File: config.mk
export PLATFORM = sky130hd
export DESIGN_NAME = lock_controller_flat
export DESIGN_NICKNAME = d
export VERILOG_FILES = /design/src/rtl/lock_controller_if.sv /design/src/rtl/lock_controller.sv /design/src/flat_wrapper.sv
export SDC_FILE = /design/constraint.sdc
export NUM_CORES = 1
export LEC_CHECK = 0
export ABC_CLOCK_PERIOD_IN_PS = 4200
export CAP_MARGIN = 0
export CORE_ASPECT_RATIO = 0.7
export CORE_MARGIN = 4
export CORE_UTILIZATION = 45
export CTS_CLUSTER_DIAMETER = 60
export DETAILED_ROUTE_END_ITERATION = 10
export PLACE_DENSITY_LB_ADDON = 0.15
export SYNTH_ARGS = -nofsm -noshare
export SYNTH_HDL_FRONTEND = slang
export SYNTH_SLANG_ARGS = --single-unit
File: constraint.sdc
create_clock -name clk -period 4.2 [get_ports clk]
set_input_delay 0.63 -clock clk [delete_from_list [all_inputs] [get_ports clk]]
set_output_delay 0.63 -clock clk [all_outputs]
set_load 0.03 [all_outputs]
File: src/rtl/lock_controller_if.sv
// lock_controller_if: keypad, checker and status signals of the lock controller.
// The slave modport is the controller's view. The master modport is the
// environment's view: the keypad and the code checker that the controller drives.
interface lock_controller_if;
  logic       key_valid;
  logic [1:0] key_bits;
  logic       enter;
  logic       program_mode;
  logic       correct_password;
  logic       incorrect_password;
  logic [1:0] bits;
  logic       input_value;
  logic       store_value;
  logic       compare;
  logic       input_reset;
  logic       unlocked;
  logic       locked_out;
  logic       code_set;
  logic       checker_rst_n;

  modport slave (
    input  key_valid, key_bits, enter, program_mode,
           correct_password, incorrect_password,
    output bits, input_value, store_value, compare, input_reset,
           unlocked, locked_out, code_set, checker_rst_n
  );

  modport master (
    output key_valid, key_bits, enter, program_mode,
           correct_password, incorrect_password,
    input  bits, input_value, store_value, compare, input_reset,
           unlocked, locked_out, code_set, checker_rst_n
  );
endinterface

File: src/rtl/lock_controller.sv
// lock_controller: sequences keypad presses into an external code checker.
// It programs the system code, forwards entered digits, requests a compare,
// and opens the lock or counts a failed attempt.
// Build option: define LOCK_CONTROLLER_LOCKOUT_EN to add the failed-attempt
// counter and the LOCKOUT state. Without it, a failed compare always goes to
// CLEAR and locked_out is tied low.
module lock_controller #(
  parameter int MAX_DIGITS     = 4,
  parameter int MAX_ATTEMPTS   = 3,
  parameter int LOCKOUT_CYCLES = 1000,
  parameter int UNLOCK_CYCLES  = 500
) (
  input  logic             clk,
  input  logic             system_reset,
  lock_controller_if.slave bus
);

  localparam int DCW  = $clog2(MAX_DIGITS + 1);
  localparam int TMAX = (LOCKOUT_CYCLES > UNLOCK_CYCLES) ? LOCKOUT_CYCLES : UNLOCK_CYCLES;
  localparam int TW   = $clog2(TMAX + 1);

  localparam logic [DCW-1:0] DIGIT_LIMIT = DCW'(MAX_DIGITS);
  localparam logic [TW-1:0]  TIMER_SAT   = TW'(TMAX);
  localparam logic [TW-1:0]  UNLOCK_LAST = TW'(UNLOCK_CYCLES - 1);
`ifdef LOCK_CONTROLLER_LOCKOUT_EN
  localparam int             ACW           = $clog2(MAX_ATTEMPTS + 1);
  localparam logic [ACW-1:0] ATTEMPT_LIMIT = ACW'(MAX_ATTEMPTS);
  localparam logic [TW-1:0]  LOCKOUT_LAST  = TW'(LOCKOUT_CYCLES - 1);
`endif

  typedef enum logic [2:0] {
    S_IDLE,
    S_ENTRY,
    S_PROGRAM,
    S_CMP,
    S_WAIT,
    S_OPEN,
    S_CLEAR
`ifdef LOCK_CONTROLLER_LOCKOUT_EN
    , S_LOCKOUT
`endif
  } state_t;

  state_t         r_state;
  state_t         w_next_state;
  logic [1:0]     r_bits;
  logic           r_input_value;
  logic           r_store_value;
  logic           r_code_set;
  logic [DCW-1:0] r_digits;
  logic [TW-1:0]  r_timer;
`ifdef LOCK_CONTROLLER_LOCKOUT_EN
  logic [ACW-1:0] r_attempts;
  logic [ACW-1:0] w_attempts_next;
  logic           w_fail;
`endif

  logic w_key;
  logic w_room;
  logic w_result_ok;
  logic w_wait_done;
  logic w_take_input;
  logic w_take_store;
  logic w_set_code;

  // A key pressed together with enter is dropped, because enter wins.
  assign w_key       = bus.key_valid & ~bus.enter;
  assign w_room      = (r_digits < DIGIT_LIMIT);
  // Only correct=1 with incorrect=0 counts as a match. Any other mix is a failure.
  assign w_result_ok = bus.correct_password & ~bus.incorrect_password;
  // The dwell timer restarts on entry to WAIT, so a nonzero value means the
  // second WAIT cycle, where the checker result is sampled.
  assign w_wait_done = (r_timer != '0);

`ifdef LOCK_CONTROLLER_LOCKOUT_EN
  assign w_attempts_next = (r_attempts != ATTEMPT_LIMIT) ? r_attempts + ACW'(1) : r_attempts;
  assign w_fail          = (r_state == S_WAIT) && w_wait_done && !w_result_ok;
`endif

  // Next-state logic and key acceptance decisions.
  always_comb begin
    w_next_state = r_state;
    w_take_input = 1'b0;
    w_take_store = 1'b0;
    w_set_code   = 1'b0;
    case (r_state)
      S_IDLE: begin
        if (w_key && w_room && r_code_set) begin
          w_next_state = S_ENTRY;
          w_take_input = 1'b1;
        end else if (w_key && w_room && bus.program_mode) begin
          w_next_state = S_PROGRAM;
          w_take_store = 1'b1;
        end
      end
      S_ENTRY: begin
        if (bus.enter) begin
          if (r_digits != '0) begin
            w_next_state = S_CMP;
          end
        end else if (bus.key_valid && w_room) begin
          w_take_input = 1'b1;
        end
      end
      S_PROGRAM: begin
        if (bus.enter) begin
          if (r_digits != '0) begin
            w_set_code   = 1'b1;
            w_next_state = S_CLEAR;
          end
        end else if (bus.key_valid && w_room) begin
          w_take_store = 1'b1;
        end
      end
      S_CMP: begin
        w_next_state = S_WAIT;
      end
      S_WAIT: begin
        if (w_wait_done) begin
          if (w_result_ok) begin
            w_next_state = S_OPEN;
          end else begin
`ifdef LOCK_CONTROLLER_LOCKOUT_EN
            if (w_attempts_next >= ATTEMPT_LIMIT) begin
              w_next_state = S_LOCKOUT;
            end else begin
              w_next_state = S_CLEAR;
            end
`else
            w_next_state = S_CLEAR;
`endif
          end
        end
      end
      S_OPEN: begin
        if (bus.enter || (r_timer >= UNLOCK_LAST)) begin
          w_next_state = S_CLEAR;
        end
      end
      S_CLEAR: begin
        w_next_state = S_IDLE;
      end
`ifdef LOCK_CONTROLLER_LOCKOUT_EN
      S_LOCKOUT: begin
        if (r_timer >= LOCKOUT_LAST) begin
          w_next_state = S_CLEAR;
        end
      end
`endif
      default: begin
        w_next_state = S_IDLE;
      end
    endcase
  end

  // State register.
  always_ff @(posedge clk or negedge system_reset) begin
    if (!system_reset) begin
      r_state <= S_IDLE;
    end else begin
      r_state <= w_next_state;
    end
  end

  // Latch the accepted digit and raise its one-cycle strobe on the next cycle.
  always_ff @(posedge clk or negedge system_reset) begin
    if (!system_reset) begin
      r_bits        <= 2'b00;
      r_input_value <= 1'b0;
      r_store_value <= 1'b0;
    end else begin
      r_input_value <= w_take_input;
      r_store_value <= w_take_store;
      if (w_take_input || w_take_store) begin
        r_bits <= bus.key_bits;
      end
    end
  end

  // Count digits in the current entry, saturating. CLEAR zeroes the count.
  always_ff @(posedge clk or negedge system_reset) begin
    if (!system_reset) begin
      r_digits <= '0;
    end else if (r_state == S_CLEAR) begin
      r_digits <= '0;
    end else if ((w_take_input || w_take_store) && (r_digits != DIGIT_LIMIT)) begin
      r_digits <= r_digits + DCW'(1);
    end
  end

  // Sticky flag: a system code has been programmed since reset.
  always_ff @(posedge clk or negedge system_reset) begin
    if (!system_reset) begin
      r_code_set <= 1'b0;
    end else if (w_set_code) begin
      r_code_set <= 1'b1;
    end
  end

  // Shared dwell timer for WAIT, OPEN and LOCKOUT. It restarts on every state change.
  always_ff @(posedge clk or negedge system_reset) begin
    if (!system_reset) begin
      r_timer <= '0;
    end else if (r_state != w_next_state) begin
      r_timer <= '0;
    end else if (r_timer != TIMER_SAT) begin
      r_timer <= r_timer + TW'(1);
    end
  end

`ifdef LOCK_CONTROLLER_LOCKOUT_EN
  // Consecutive failure counter. A match or the end of a lockout clears it.
  always_ff @(posedge clk or negedge system_reset) begin
    if (!system_reset) begin
      r_attempts <= '0;
    end else if ((r_state == S_WAIT) && (w_next_state == S_OPEN)) begin
      r_attempts <= '0;
    end else if ((r_state == S_LOCKOUT) && (w_next_state != S_LOCKOUT)) begin
      r_attempts <= '0;
    end else if (w_fail) begin
      r_attempts <= w_attempts_next;
    end
  end

  assign bus.locked_out = (r_state == S_LOCKOUT);
`else
  assign bus.locked_out = 1'b0;
`endif

  assign bus.bits          = r_bits;
  assign bus.input_value   = r_input_value;
  assign bus.store_value   = r_store_value;
  assign bus.compare       = (r_state == S_CMP);
  assign bus.input_reset   = (r_state != S_CLEAR);
  assign bus.unlocked      = (r_state == S_OPEN);
  assign bus.code_set      = r_code_set;
  assign bus.checker_rst_n = system_reset;

endmodule

File: src/flat_wrapper.sv
// flat-port wrapper written by rule: the top's interface ports become plain ports
module lock_controller_flat 
#(
  parameter int MAX_DIGITS     = 4,
  parameter int MAX_ATTEMPTS   = 3,
  parameter int LOCKOUT_CYCLES = 1000,
  parameter int UNLOCK_CYCLES  = 500
)
  (clk, system_reset, bus_key_valid, bus_key_bits, bus_enter, bus_program_mode, bus_correct_password, bus_incorrect_password, bus_bits, bus_input_value, bus_store_value, bus_compare, bus_input_reset, bus_unlocked, bus_locked_out, bus_code_set, bus_checker_rst_n);
  lock_controller_if bus_i ();
  input  logic clk;
  input  logic system_reset;
  input wire logic [$bits(bus_i.key_valid)-1:0] bus_key_valid;
  input wire logic [$bits(bus_i.key_bits)-1:0] bus_key_bits;
  input wire logic [$bits(bus_i.enter)-1:0] bus_enter;
  input wire logic [$bits(bus_i.program_mode)-1:0] bus_program_mode;
  input wire logic [$bits(bus_i.correct_password)-1:0] bus_correct_password;
  input wire logic [$bits(bus_i.incorrect_password)-1:0] bus_incorrect_password;
  output wire logic [$bits(bus_i.bits)-1:0] bus_bits;
  output wire logic [$bits(bus_i.input_value)-1:0] bus_input_value;
  output wire logic [$bits(bus_i.store_value)-1:0] bus_store_value;
  output wire logic [$bits(bus_i.compare)-1:0] bus_compare;
  output wire logic [$bits(bus_i.input_reset)-1:0] bus_input_reset;
  output wire logic [$bits(bus_i.unlocked)-1:0] bus_unlocked;
  output wire logic [$bits(bus_i.locked_out)-1:0] bus_locked_out;
  output wire logic [$bits(bus_i.code_set)-1:0] bus_code_set;
  output wire logic [$bits(bus_i.checker_rst_n)-1:0] bus_checker_rst_n;
  assign bus_i.key_valid = bus_key_valid;
  assign bus_i.key_bits = bus_key_bits;
  assign bus_i.enter = bus_enter;
  assign bus_i.program_mode = bus_program_mode;
  assign bus_i.correct_password = bus_correct_password;
  assign bus_i.incorrect_password = bus_incorrect_password;
  assign bus_bits = bus_i.bits;
  assign bus_input_value = bus_i.input_value;
  assign bus_store_value = bus_i.store_value;
  assign bus_compare = bus_i.compare;
  assign bus_input_reset = bus_i.input_reset;
  assign bus_unlocked = bus_i.unlocked;
  assign bus_locked_out = bus_i.locked_out;
  assign bus_code_set = bus_i.code_set;
  assign bus_checker_rst_n = bus_i.checker_rst_n;
  lock_controller #(.MAX_DIGITS(MAX_DIGITS), .MAX_ATTEMPTS(MAX_ATTEMPTS), .LOCKOUT_CYCLES(LOCKOUT_CYCLES), .UNLOCK_CYCLES(UNLOCK_CYCLES)) u_core (.clk(clk), .system_reset(system_reset), .bus(bus_i));
endmodule
# [Word-level counts from Yosys, hierarchy flattened]
# Cells that the tools add are included.
[totals] regBits=21 latchBits=0 mem_bits_rw=0 rom_bits=0 input_bits=9 out_inout_bits=10 elab_cells=61 memories=0
[classes] addsub=2 mul=0 n_div=0 n_lt_le_gt_ge=2 n_eq_ne=10 shift=0 n_mux=24 bitwise=4 n_reduce_logical=12
[op_table] op="3-bit two-way mux" n=10
[op_table] op="10-bit two-way mux" n=2
[op_table] op="3-bit case mux with 6 select lines" n=1
[op_table] op="10-bit by 1-bit adder with 10-bit output, second input constant" n=1
[op_table] op="10-bit by 9-bit greater-or-equal comparator with 1-bit output, second input constant" n=1
[op_table] op="10-bit inequality test, second input constant" n=1
[op_table] op="10-bit nonzero test" n=1
[op_table] op="3-bit == test, second input constant" n=3
[op_table] op="1-bit two-way mux" n=8
[op_table] op="3-bit by 2-bit == test with 1-bit output, second input constant" n=2
[op_table] op="3-bit inequality test, second input constant" n=2
[op_table] op="1-bit logical AND" n=5
[op_table] op="1-bit case mux with 2 select lines" n=2
[op_table] op="2-bit nonzero test" n=2
[op_table] op="3-bit by 1-bit adder with 3-bit output, second input constant" n=1
[op_table] op="3-bit by 1-bit == test with 1-bit output, second input constant" n=1
[op_table] op="3-bit logical NOT" n=1
[op_table] op="3-bit < comparator, second input constant" n=1
[op_table] op="3-bit inequality test" n=1
[op_table] op="3-bit nonzero test" n=1
[op_table] op="1-bit bitwise AND" n=2
[op_table] op="1-bit logical OR" n=2
[op_table] op="2-bit two-way mux" n=1
[op_table] op="1-bit NOT" n=2

# [Logic depth before layout (Yosys ltp)]
# Gate-level depths: netlist of the first run.
[depth] ltp_word=11 ltp_mapped=7 depth_no_buf=7

# [Worst setup path after synthesis of the first run]
# OpenSTA, ideal clock, no wires.
[synth_timing] path_type="input -> register" start="input bus_enter" end="register u_core.r_bits[0], in the netlist u_core.bus.bits[0]" setup_ns=0.125 arrival_ns=1.811 required_ns=4.075 slack_ns=2.264 stages=4 path_buffers=0 cell_sequence="or4b_1 -> a211oi_2 -> nor2_2 -> mux2_2"
[synth_between] elab_chain_len=8 word_cells_on_any_way=12 classes_between="6 x mux; 2 x bitwise; 4 x reduce/logical"
[synth_rtl] item="start: declaration" line_no="flat_wrapper.sv:15" source="input wire logic [$bits(bus_i.enter)-1:0] bus_enter;"
[synth_rtl] item="1-bit NOT" line_no="lock_controller.sv:67" source="assign w_key = bus.key_valid & ~bus.enter;"
[synth_rtl] item="1-bit bitwise AND" line_no="lock_controller.sv:67"
[synth_rtl] item="1-bit logical AND" line_no="lock_controller.sv:88, lock_controller.sv:91"
[synth_rtl] item="1-bit logical AND" line_no="lock_controller.sv:91" source="end else if (w_key && w_room && bus.program_mode) begin"
[synth_rtl] item="1-bit two-way mux" line_no="lock_controller.sv:91"
[synth_rtl] item="1-bit two-way mux" line_no="lock_controller.sv:88" source="if (w_key && w_room && r_code_set) begin"
[synth_rtl] item="1-bit case mux with 2 select lines *" line_no="lock_controller.sv:86" source="case (r_state)"
[synth_rtl] item="named net u_core.w_take_store" line_no="lock_controller.sv:63" source="logic w_take_store;"
[synth_rtl] item="1-bit logical OR *" line_no="lock_controller.sv:174" source="if (w_take_input || w_take_store) begin"
[synth_rtl] item="end signal: assignment" line_no="lock_controller.sv:175" source="r_bits <= bus.key_bits;"
[synth_rtl] item="end: declaration" line_no="lock_controller.sv:46" source="logic [1:0] r_bits;"
# The timed path passes the listed nets; every way through them passes the cells marked *.
# A chain may end at the register's enable or synchronous reset.

# [Final worst setup path of the first run]
[layout_timing] start="input system_reset" end="output bus_checker_rst_n"
[layout_rtl] item="start: declaration" line_no="flat_wrapper.sv:12" source="input logic system_reset;"
[layout_rtl] item="end: declaration" line_no="flat_wrapper.sv:27" source="output wire logic [$bits(bus_i.checker_rst_n)-1:0] bus_checker_rst_n;"
# No word-level cell between the ends.

==> results of run 1 <==
critical path, cell delays in order:
cell and delay, ns:
clkdlybuf4s50_1 0.45, buf_4 0.28, clkdlybuf4s50_1 0.73
state kept, by name, summed over array words and instances (netlist names):
signal                  cells
u_core.bus.bits             2
u_core.bus.input_value      1
u_core.r_timer             10
u_core.r_digits             3
u_core.r_state              3
u_core.bus.store_value      1
u_core.bus.code_set         1
per-stage QoR:
stage	cells	power, W	setup WS, ns	util	cell area [µm²]
after floorplan	137	0.000606	2.26	-	1260
after global placement	185	0.000715	1.46	0.568	1460
after detailed placement	185	0.000729	1.45	0.568	1460
after CTS	189	0.000862	1.45	0.586	1510
after global routing	189	0.000921	1.31	0.586	1510
final	189	0.000860	1.48	0.586	1510
layer usage:
metal | up-vias | wire [µm] | GRT usage
met3 | 2 | 153 | 0.0421
met5 | - | 0 | 0
met4 | 0 | 7 | 0.0281
li1 | 506 | - | -
met1 | 496 | 1340 | 0.217
met2 | 28 | 1200 | 0.245
worst max-delay path by stage:
| stage | cells after the start | end | start |
|---|---|---|---|
| floorplan | 4 | u_core.bus.bits[0]$_DFFE_PN0P_ | bus_enter |
| finish | 3 | bus_checker_rst_n | system_reset |
| global placement | 3 | bus_checker_rst_n | system_reset |
| CTS | 3 | bus_checker_rst_n | system_reset |
| detailed placement | 3 | bus_checker_rst_n | system_reset |
| global route | 4 | bus_input_reset | u_core.r_state[1]$_DFF_PN0_ |
layout make-up:
class                   count  area, µm²  share of cell area
well taps                  34       42.5              0.0282
clock buffers               4       45.0              0.0299
flip-flops and latches     21        526               0.349
inverters                  11       41.3              0.0274
repair buffers             18        178               0.118
multi-input cells         101        674               0.448
power groups by stage:
| stage | sequential (W) | clock, W | combinational, W |
|---|---|---|---|
| after floorplan | 0.000322 | 0 | 0.000284 |
| after global placement | 0.000327 | 0 | 0.000388 |
| after detailed placement | 0.000327 | 0 | 0.000402 |
| after CTS | 0.000325 | 0.000134 | 0.000403 |
| after global routing | 0.000336 | 0.000142 | 0.000442 |
| final | 0.000327 | 0.000131 | 0.000402 |
placed cells by master, fill, tap and decap left out, types with 2 or more instances in the layout:
cell	instances
and3_1	2
o21ai_0	6
xnor2_1	5
xor2_1	4
ha_1	4
clkbuf_8	3
nand4_1	3
nor2b_1	3
nand3_1	4
nor2_1	20
nor3b_1	2
dfrtp_1	21
a21oi_1	2
inv_1	11
nand2_1	12
nand2b_1	2
mux2_2	3
o31ai_1	3
nor3_1	5
clkdlybuf4s50_1	17
cell families after synthesis:
kind of cell | Yosys count | share of synthesized area
buf+inv | 15 | 0.0505
fa+ha+maj | 4 | 0.0396
xor+xnor | 9 | 0.0624
compound gates | 21 | 0.142
mux | 4 | 0.0347
simple gates | 62 | 0.252
flops | 21 | 0.416
other cells | 1 | 0.00297
==> key figures, run 1 <==
Logic synthesis
  • Count leader, synth: dfrtp_1
  • Register area share after synthesis: 0.416
  • Distinct cells, synth: 41
  • Top_reg_cell synth: dfrtp_1
  • Synth Register Bits: 21
  • Yosys top cell area share: 0.416
  • Syn Nets: 150
  • Top cells by count, synth: 21 x dfrtp_1, 20 x nor2_1, 12 x nand2_1
  • Netlist area before placement: 0.00126 mm²
  • Avg Cell Area, Syn: 9.22 µm²
  • Main area contributors after synthesis: dfrtp_1 42%, nor2_1 5.9%, ha_1 4.0%
  • Syn. warnings: 0
  • Synth Instances: 137
  • EDFF count, synth: 0
  • Yosys top cell by area: dfrtp_1
  • Post-synth ARST share: 1.00

Flow run
  • Max Cap Viol: 0

CTS
  • H-tree Lvls: 1
  • Clock buffer depth: 2
  • Post-CTS Setup Bufs: 0
  • PostCTS Resize Cnt: 0
  • Post-CTS Hold Fix Bufs: 0
  • Total CTS buffers: 3
  • CTS sink count: 21
  • Worst-path clk slew: 0.06 ns
  • Root Buffer: clkbuf_8
  • CTS tree: done
  • Clk_lat worst skew: 0.26 ns

Route
  • Antenna Nets Post-Route: 0
  • Via-per-instance ratio: 5.46
  • Iter 0 DRT Violations: 115
  • 1st-pass router iterations: 4
  • Via count: 1032
  • Routed Wire Length: 2.70 mm
  • DRC viols: 0
  • WL/cell: 14.3 µm

Critical path
  • Critical R2R Launch: u_core.r_timer[1]$_DFFE_PN0P_
  • Kind of critical path: input pin to primary output
  • Critical Path AT: 2.09 ns
  • Startpoint Class: input pin
  • R2R Setup Slk: 2.09 ns
  • Worst R2R End: u_core.r_timer[5]$_DFFE_PN0P_
  • Reg2Reg Depth: 7
  • Crit Path Max Fanout: 22
  • Crit end category: primary output
  • Worst EP required: 3.57 ns

Floorplanning
  • Initial core utilization: 0.491
  • Std cell rows: 15
  • Core ar.: 0.00257 mm²
  • Die width: 71.3 µm
  • Die height: 52.3 µm
  • Boundary Pins: 19
  • Die area: 0.00373 mm²

Power
  • Switching pwr: 0.000369 W
  • Register share of total power: 0.380
  • Comb pwr share: 0.467
  • Sw Ratio: 0.429
  • Clock share of power: 0.153
  • Pwr dens: 571 mW/mm²
  • Maximum VDD drop: 0.000310 V
  • Power Internal: 0.000491 W
  • P_leak: 0.664 nW

Hold path
  • Worst Hold Endpoint: u_core.bus.bits[1]$_DFFE_PN0P_
  • Hold path cells: 1
  • Hold crit path type: register to register
  • Hold Path Origin: u_core.bus.bits[1]$_DFFE_PN0P_

Timing
  • Min Hold Slack: 0.521 ns
  • Post-route minimum period: 2.72 ns
  • Worst-margin pin slew: 0.541 ns
  • Final Hold Vio Count: 0
  • Fmax achieved: 367 MHz
  • RSZ-0062 raised after global routing: no
  • Setup TNS Final: 0 ns
  • Clock skew: 0.0144 ns
  • Max-slew violations: 0
  • Final worst path period share: 0.648
  • Slew margin rel.: 0.634
  • Setup Viol. Count Final: 0

GRT
  • First-pass GRT wire length: 4.54 mm
  • Initial antenna violation count: 0
  • Vias in the first global route: 980
  • Total gr overflow: 0
  • All-Layer GR Usage: 0.156
  • Largest net degree at the start of global routing: 23

Final layout
  • Layout Nets: 169
  • Layout cells sized above 1: 0.103
  • Ant. Diodes: 0
  • # fillers: 230
  • Area growth from synthesis to layout: 19.2%

Placed design
  • Placer Congestion: 0.815
  • Port bufs: 17
  • Placed wire-length estimate: 1.99 mm

Run status
  • Status: complete, no violations
Note: power is estimated with default switching activity, not from simulation.
==> run 2: changes to the inputs <==
--- a/config.mk
+++ b/config.mk
@@ -5,7 +5,7 @@
 export SDC_FILE = /design/constraint.sdc
 export NUM_CORES = 1
 export LEC_CHECK = 0
-export ABC_CLOCK_PERIOD_IN_PS = 4200
+export ABC_CLOCK_PERIOD_IN_PS = 2350
 export CAP_MARGIN = 0
 export CORE_ASPECT_RATIO = 0.7
 export CORE_MARGIN = 4
==> constraint.sdc (replaced) <==
create_clock -name clk -period 2.35 [get_ports clk]
set_input_delay 0.3525 -clock clk [delete_from_list [all_inputs] [get_ports clk]]
set_output_delay 0.3525 -clock clk [all_outputs]
set_load 0.03 [all_outputs]
==> key figures, run 2 (synthesis results as in run 1) <==
Run status
  • Status: complete, no violations

Route
  • WL/cell: 13.0 µm (-9.0%)
  • Antenna Nets Post-Route: 0 (unchanged)
  • 1st-pass router iterations: 4 (unchanged)
  • Top sig layer: met4
  • Via count: 1007 (-2.4%)
  • Routed Wire Length: 2.50 mm (-7.5%)
  • DRC viols: 0 (unchanged)
  • Routed metal-1 wirelength: 1.31 mm (-2.7%)
  • Wire length on met2: 1.05 mm (-13%)
  • Routed met3 length: 132 µm (-14%)
  • Via-per-instance ratio: 5.24 (-3.9%)
  • Iter 0 DRT Violations: 100 (-13%)

Power
  • Sw Ratio: 0.423 (-0.00656)
  • P_leak: 0.684 nW (+3.0%)
  • Power Internal: 0.000885 W (+80%)
  • Pwr dens: 1000 mW/mm² (+75%)
  • Switching pwr: 0.000648 W (+75%)
  • Register share of total power: 0.373 (-0.007)
  • Comb pwr share: 0.474 (+0.007)
  • Clock share of power: 0.153 (about the same)
  • Maximum VDD drop: 0.000688 V (+120%)

CTS
  • CTS sink count: 21 (unchanged)
  • Post-CTS Hold Fix Bufs: 0 (unchanged)
  • Post-CTS Setup Bufs: 0 (unchanged)
  • PostCTS Resize Cnt: 0 (unchanged)
  • Total CTS buffers: 3 (unchanged)
  • CTS tree: done
  • Clock buffer depth: 2 (unchanged)
  • Clk_lat worst skew: 0.26 ns (about the same)
  • Root Buffer: clkbuf_8
  • H-tree Lvls: 1 (unchanged)
  • Worst-path clk slew: 0.08 ns (+0.02 ns)

Timing
  • Setup Viol. Count Final: 0 (unchanged)
  • Setup TNS Final: 0 ns (unchanged)
  • Worst-margin pin slew: 0.509 ns (-0.0326 ns)
  • Final worst path period share: 0.940
  • Slew margin rel.: 0.656 (+0.0220)
  • Final Hold Vio Count: 0 (unchanged)
  • Clock skew: 0.00507 ns (-0.00934 ns)
  • Max-slew violations: 0 (unchanged)
  • Post-route minimum period: 2.21 ns
  • RSZ-0062 raised after global routing: no
  • Fmax achieved: 453 MHz

GRT
  • First-pass GRT wire length: 4.46 mm (-1.8%)
  • All-Layer GR Usage: 0.156 (-0.000546)
  • Largest net degree at the start of global routing: 22 (-4.3%)
  • Total gr overflow: 0 (unchanged)
  • Initial antenna violation count: 0 (unchanged)
  • Vias in the first global route: 964 (-1.6%)

Critical path
  • Crit Path Max Fanout: 9 (-59%)
  • Reg2Reg Depth: 7 (unchanged)
  • Crit end category: primary output
  • Startpoint Class: register
  • Worst R2R End: u_core.r_timer[6]$_DFFE_PN0P_
  • R2R Setup Slk: 0.29 ns (-1.80 ns)
  • Worst EP required: 2.00 ns (-1.57 ns)
  • Kind of critical path: register to primary output
  • Critical Path AT: 1.86 ns (-0.23 ns)
  • Critical R2R Launch: u_core.r_timer[0]$_DFFE_PN0P_

Final layout
  • Biggest regs: u_core.r_timer x10, u_core.r_digits x3, u_core.r_state x3
  • Most frequent cells in the layout: 21 x dfrtp_1, 20 x nor2_1, 16 x clkdlybuf4s50_1
  • # fillers: 222 (-3.5%)
  • Largest register FFs: 10 (unchanged)
  • Ant. Diodes: 0 (unchanged)
  • Most common cell after layout, fill and taps aside: dfrtp_1
  • Non-Filler Instances: 192 (+1.6%)
  • Layout cells sized above 1: 0.139 (+0.0360)
  • Area growth from synthesis to layout: 21.3%
  • Top reg by flops: u_core.r_timer
  • Layout Nets: 172 (+1.8%)

Hold path
  • Hold crit path type: input pin to async pin

Placed design
  • Placed wire-length estimate: 1.87 mm (-5.9%)
  • Placer Congestion: 0.861 (+5.6%)
  • Port bufs: 17 (unchanged)
  • Inst Count DP: 188 (+1.6%)

Floorplanning
  • Initial core utilization: 0.491 (unchanged)
  • Die height: 52.3 µm (unchanged)
  • Boundary Pins: 19 (unchanged)
  • Std cell rows: 15 (unchanged)
  • Die area: 0.00373 mm² (unchanged)
  • Die width: 71.3 µm (unchanged)
  • Core ar.: 0.00257 mm² (unchanged)

Flow run
  • Max Cap Viol: 0 (unchanged)
## run 2: stage by stage
| stage | instance area, µm² | util | hold slack, ns | power (W) | setup WS [ns] |
|---|---|---|---|---|---|
| finish | 1530 | 0.596 | 0.468 | 0.00153 | 0.140 |
| global route | 1530 | 0.596 | 0.500 | 0.00167 | 0.0436 |
| CTS | 1530 | 0.594 | 0.478 | 0.00154 | 0.0856 |
| detailed placement | 1480 | 0.576 | 0.498 | 0.00130 | 0.0811 |
| global placement | 1480 | 0.576 | 0.495 | 0.00129 | 0.151 |
| floorplan | 1260 | - | 0.0569 | 0.00108 | 0.475 |
## run 2: worst max-delay path by stage
| stage | from | endpoint | slack [ns] |
|---|---|---|---|
| floorplan | u_core.r_timer[0]$_DFFE_PN0P_ | u_core.r_timer[0]$_DFFE_PN0P_ | 0.48 |
| global placement | bus_enter | u_core.bus.bits[1]$_DFFE_PN0P_ | 0.15 |
| detailed placement | bus_enter | u_core.bus.bits[0]$_DFFE_PN0P_ | 0.08 |
| CTS | u_core.r_state[2]$_DFF_PN0_ | bus_input_reset | 0.09 |
| global route | u_core.r_state[2]$_DFF_PN0_ | bus_input_reset | 0.04 |
| finish | u_core.r_state[2]$_DFF_PN0_ | bus_input_reset | 0.14 |
## run 2: layer usage
metal | track usage | vias to the layer above
met2 | 0.218 | 27
met3 | 0.0479 | 2
met4 | 0.0375 | 0
met1 | 0.230 | 464
met5 | 0 | -
li1 | - | 514
## run 2: worst max-delay path, cell delays in order, from the launching register on
cell	delay (ns)
dfrtp_1	0.49
inv_1	0.18
nor3_2	0.27
inv_1	0.06
clkdlybuf4s50_1	0.59
## run 2: final cells by class
cell class              instances  area (µm²)  area share
inverters                      11        41.3      0.0269
clock buffers                   3        41.3      0.0269
well taps                      34        42.5      0.0278
clock inverters                 1        5.00     0.00327
repair buffers                 21         198       0.129
flip-flops and latches         21         526       0.343
multi-input cells             101         679       0.443
## run 2: power by group through the flow
stage	clock [W]	sequential, W	combinational [W]
final	0.000235	0.000571	0.000726
after global routing	0.000259	0.000591	0.000816
after CTS	0.000248	0.000568	0.000727
after detailed placement	0	0.000572	0.000725
after global placement	0	0.000574	0.000719
after floorplan	0	0.000576	0.000507
==> run 3: changes to the inputs <==
--- a/config.mk
+++ b/config.mk
@@ -7,9 +7,11 @@
 export LEC_CHECK = 0
 export ABC_CLOCK_PERIOD_IN_PS = 2350
 export CAP_MARGIN = 0
+export CELL_PAD_IN_SITES_DETAIL_PLACEMENT = 0
+export CELL_PAD_IN_SITES_GLOBAL_PLACEMENT = 1
 export CORE_ASPECT_RATIO = 0.7
 export CORE_MARGIN = 4
-export CORE_UTILIZATION = 45
+export CORE_UTILIZATION = 36
 export CTS_CLUSTER_DIAMETER = 60
 export DETAILED_ROUTE_END_ITERATION = 10
 export PLACE_DENSITY_LB_ADDON = 0.15
==> constraint.sdc (replaced) <==
create_clock -name clk -period 2.35 [get_ports clk]
set_input_delay 0.705 -clock clk [delete_from_list [all_inputs] [get_ports clk]]
set_output_delay 0.705 -clock clk [all_outputs]
set_load 0.03 [all_outputs]
==> key figures, run 3 (synthesis results as in run 1) <==
CTS
  • H-tree Lvls: 1 (unchanged)
  • Post-CTS Setup Bufs: 0 (unchanged)
  • Worst-path clk slew: 0.08 ns (about the same)
  • Post-CTS Hold Fix Bufs: 0 (unchanged)
  • Clk_lat worst skew: 0.26 ns (about the same)
  • CTS tree: done
  • Clock buffer depth: 2 (unchanged)
  • CTS sink count: 21 (unchanged)
  • Total CTS buffers: 3 (unchanged)
  • Root Buffer: clkbuf_8

Floorplanning
  • Core ar.: 0.00325 mm² (+27%)
  • Boundary Pins: 19 (unchanged)
  • Die height: 57.6 µm (+10%)
  • Initial core utilization: 0.388 (-0.103)
  • Die area: 0.00454 mm² (+22%)
  • Die width: 78.8 µm (+10%)
  • Std cell rows: 17 (+2)

Final layout
  • Layout cells sized above 1: 0.185 (+0.0453)
  • Biggest regs: u_core.r_timer x10, u_core.r_digits x3, u_core.r_state x3
  • Layout Nets: 182 (+5.8%)
  • Area growth from synthesis to layout: 28.8%
  • # fillers: 312 (+41%)
  • Register Area: 526 µm² (unchanged)
  • Top reg by flops: u_core.r_timer
  • Ant. Diodes: 0 (unchanged)
  • Final core occ: 0.500 (-0.0959)
  • Post-route cell area: 0.00163 mm² (+6.2%)
  • Multi-input gate area: 674 µm² (-0.74%)
  • Largest register FFs: 10 (unchanged)
  • Most frequent cells in the layout: 21 x dfrtp_1, 20 x nor2_1, 14 x buf_4
  • Most common cell after layout, fill and taps aside: dfrtp_1

Critical path
  • Kind of critical path: input pin to register
  • Crit Path Max Fanout: 4 (-5)
  • Reg2Reg Depth: 8 (+1)
  • Worst EP required: 2.50 ns (+0.50 ns)
  • Startpoint Class: input pin
  • Critical Path AT: 2.39 ns (+0.53 ns)
  • Crit end category: register

Flow run
  • Max Cap Viol: 0 (unchanged)

Power
  • Maximum VDD drop: 0.000704 V (+2.2%)
  • P_leak: 0.744 nW (+8.9%)
  • Pwr dens: 1020 mW/mm² (+2.4%)
  • Pwr Total: 0.00167 W (+8.8%)

Route
  • Antenna Nets Post-Route: 0 (unchanged)
  • Via count: 1036 (+2.9%)
  • 1st-pass router iterations: 4 (unchanged)
  • Routed Wire Length: 2.82 mm (+13%)
  • Iter 0 DRT Violations: 63 (-37%)
  • Via-per-instance ratio: 4.82 (-8.1%)
  • DRC viols: 0 (unchanged)
  • WL/cell: 13.1 µm (+0.81%)

GRT
  • Vias in the first global route: 1055 (+9.4%)
  • First-pass GRT wire length: 5.02 mm (+13%)
  • Initial antenna violation count: 0 (unchanged)
  • All-Layer GR Usage: 0.141 (-0.0150)
  • Total gr overflow: 0 (unchanged)
  • Largest net degree at the start of global routing: 22 (unchanged)

Placed design
  • Port bufs: 17 (unchanged)
  • Placed wire-length estimate: 2.24 mm (+20%)
  • Placer Congestion: 0.806 (-6.4%)
  • Placed inst area: 0.00159 mm² (+7.0%)

Hold path
  • Hold crit path type: register to register
  • Hold path cells: 1

Timing
  • RSZ-0062 raised after global routing: no
  • Worst-margin pin slew: 0.592 ns (+0.0833 ns)
  • Min Hold Slack: 0.522 ns (+0.0538 ns)
  • Setup Viol. Count Final: 0 (unchanged)
  • Fmax achieved: 446 MHz (-1.4%)
  • Clock skew: 0.000652 ns (-0.00442 ns)
  • Max-slew violations: 0 (unchanged)
  • Final worst path period share: 0.953 (+0.0131)
  • Slew margin rel.: 0.600 (-0.0563)
  • Final Hold Vio Count: 0 (unchanged)
  • Post-route minimum period: 2.24 ns (+0.0307 ns)

Run status
  • Status: complete, no violations
run 3: cell count changes in the layout (fill, tap and decap cells not counted):
cell,change
nor3_2,-1
nor3_1,+1
dlygate4sd2_1,+3
buf_4,+9
clkdlybuf4s50_1,-3
buf_12,+1
run 3: path summary, 6_finish.rpt:
kind	from	to	slack, ns
setup / recovery	bus_enter	u_core.bus.bits[0]$_DFFE_PN0P_	0.11
hold / removal	u_core.bus.bits[1]$_DFFE_PN0P_	u_core.bus.bits[1]$_DFFE_PN0P_	0.52
setup reg to reg	u_core.r_timer[0]$_DFFE_PN0P_	u_core.r_timer[7]$_DFFE_PN0P_	0.26
hold reg to reg	u_core.bus.bits[1]$_DFFE_PN0P_	u_core.bus.bits[1]$_DFFE_PN0P_	0.52
max in group asynchronous	system_reset	u_core.r_state[1]$_DFF_PN0_	1.22
min in group asynchronous	system_reset	u_core.bus.store_value$_DFF_PN0_	0.90
run 3: critical path, cell delays in order:
cell	delay (ns)
clkdlybuf4s50_1	0.41
or4b_1	0.56
a211oi_2	0.32
nor2_2	0.12
mux2_2	0.28
run 3: layer usage:
metal | global-route usage | part of all wire | up-vias
met3 | 0.0410 | 0.060 | 2
met1 | 0.212 | 0.52 | 478
met5 | 0 | 0 | -
met4 | 0.0221 | 0.0043 | 0
li1 | - | - | 530
met2 | 0.202 | 0.42 | 26
run 3: area by class of cell:
| cell class | instances | share of cell area |
|---|---|---|
| multi-input cells | 101 | 0.414 |
| flip-flops and latches | 21 | 0.323 |
| repair buffers | 31 | 0.173 |
| well taps | 47 | 0.0361 |
| clock inverters | 1 | 0.00307 |
| clock buffers | 3 | 0.0254 |
| inverters | 11 | 0.0254 |
run 3: report_power, final:
part | switching [W] | total, W | internal (W)
combinational | 0.000492 | 0.000907 | 0.000415
clock | 0.000118 | 0.000236 | 0.000118
sequential | 0.0000686 | 0.000524 | 0.000455
total | 0.000679 | 0.00167 | 0.000988
run 3: what timing repair did:
| action | CTS | global route |
|---|---|---|
| endpoints found under the hold margin | 0 | 0 |
| resized for setup | 3 | 0 |
| setup endpoints to repair | 3 | 0 |
run 3: through the flow:
stage | setup TNS, ns | std cells | setup slack, ns
after floorplan | 0 | 137 | 0.339
after global placement | -0.460 | 211 | -0.118
after detailed placement | -0.597 | 211 | -0.172
after CTS | 0 | 215 | 0.117
after global routing | 0 | 215 | 0.0434
final | 0 | 215 | 0.110
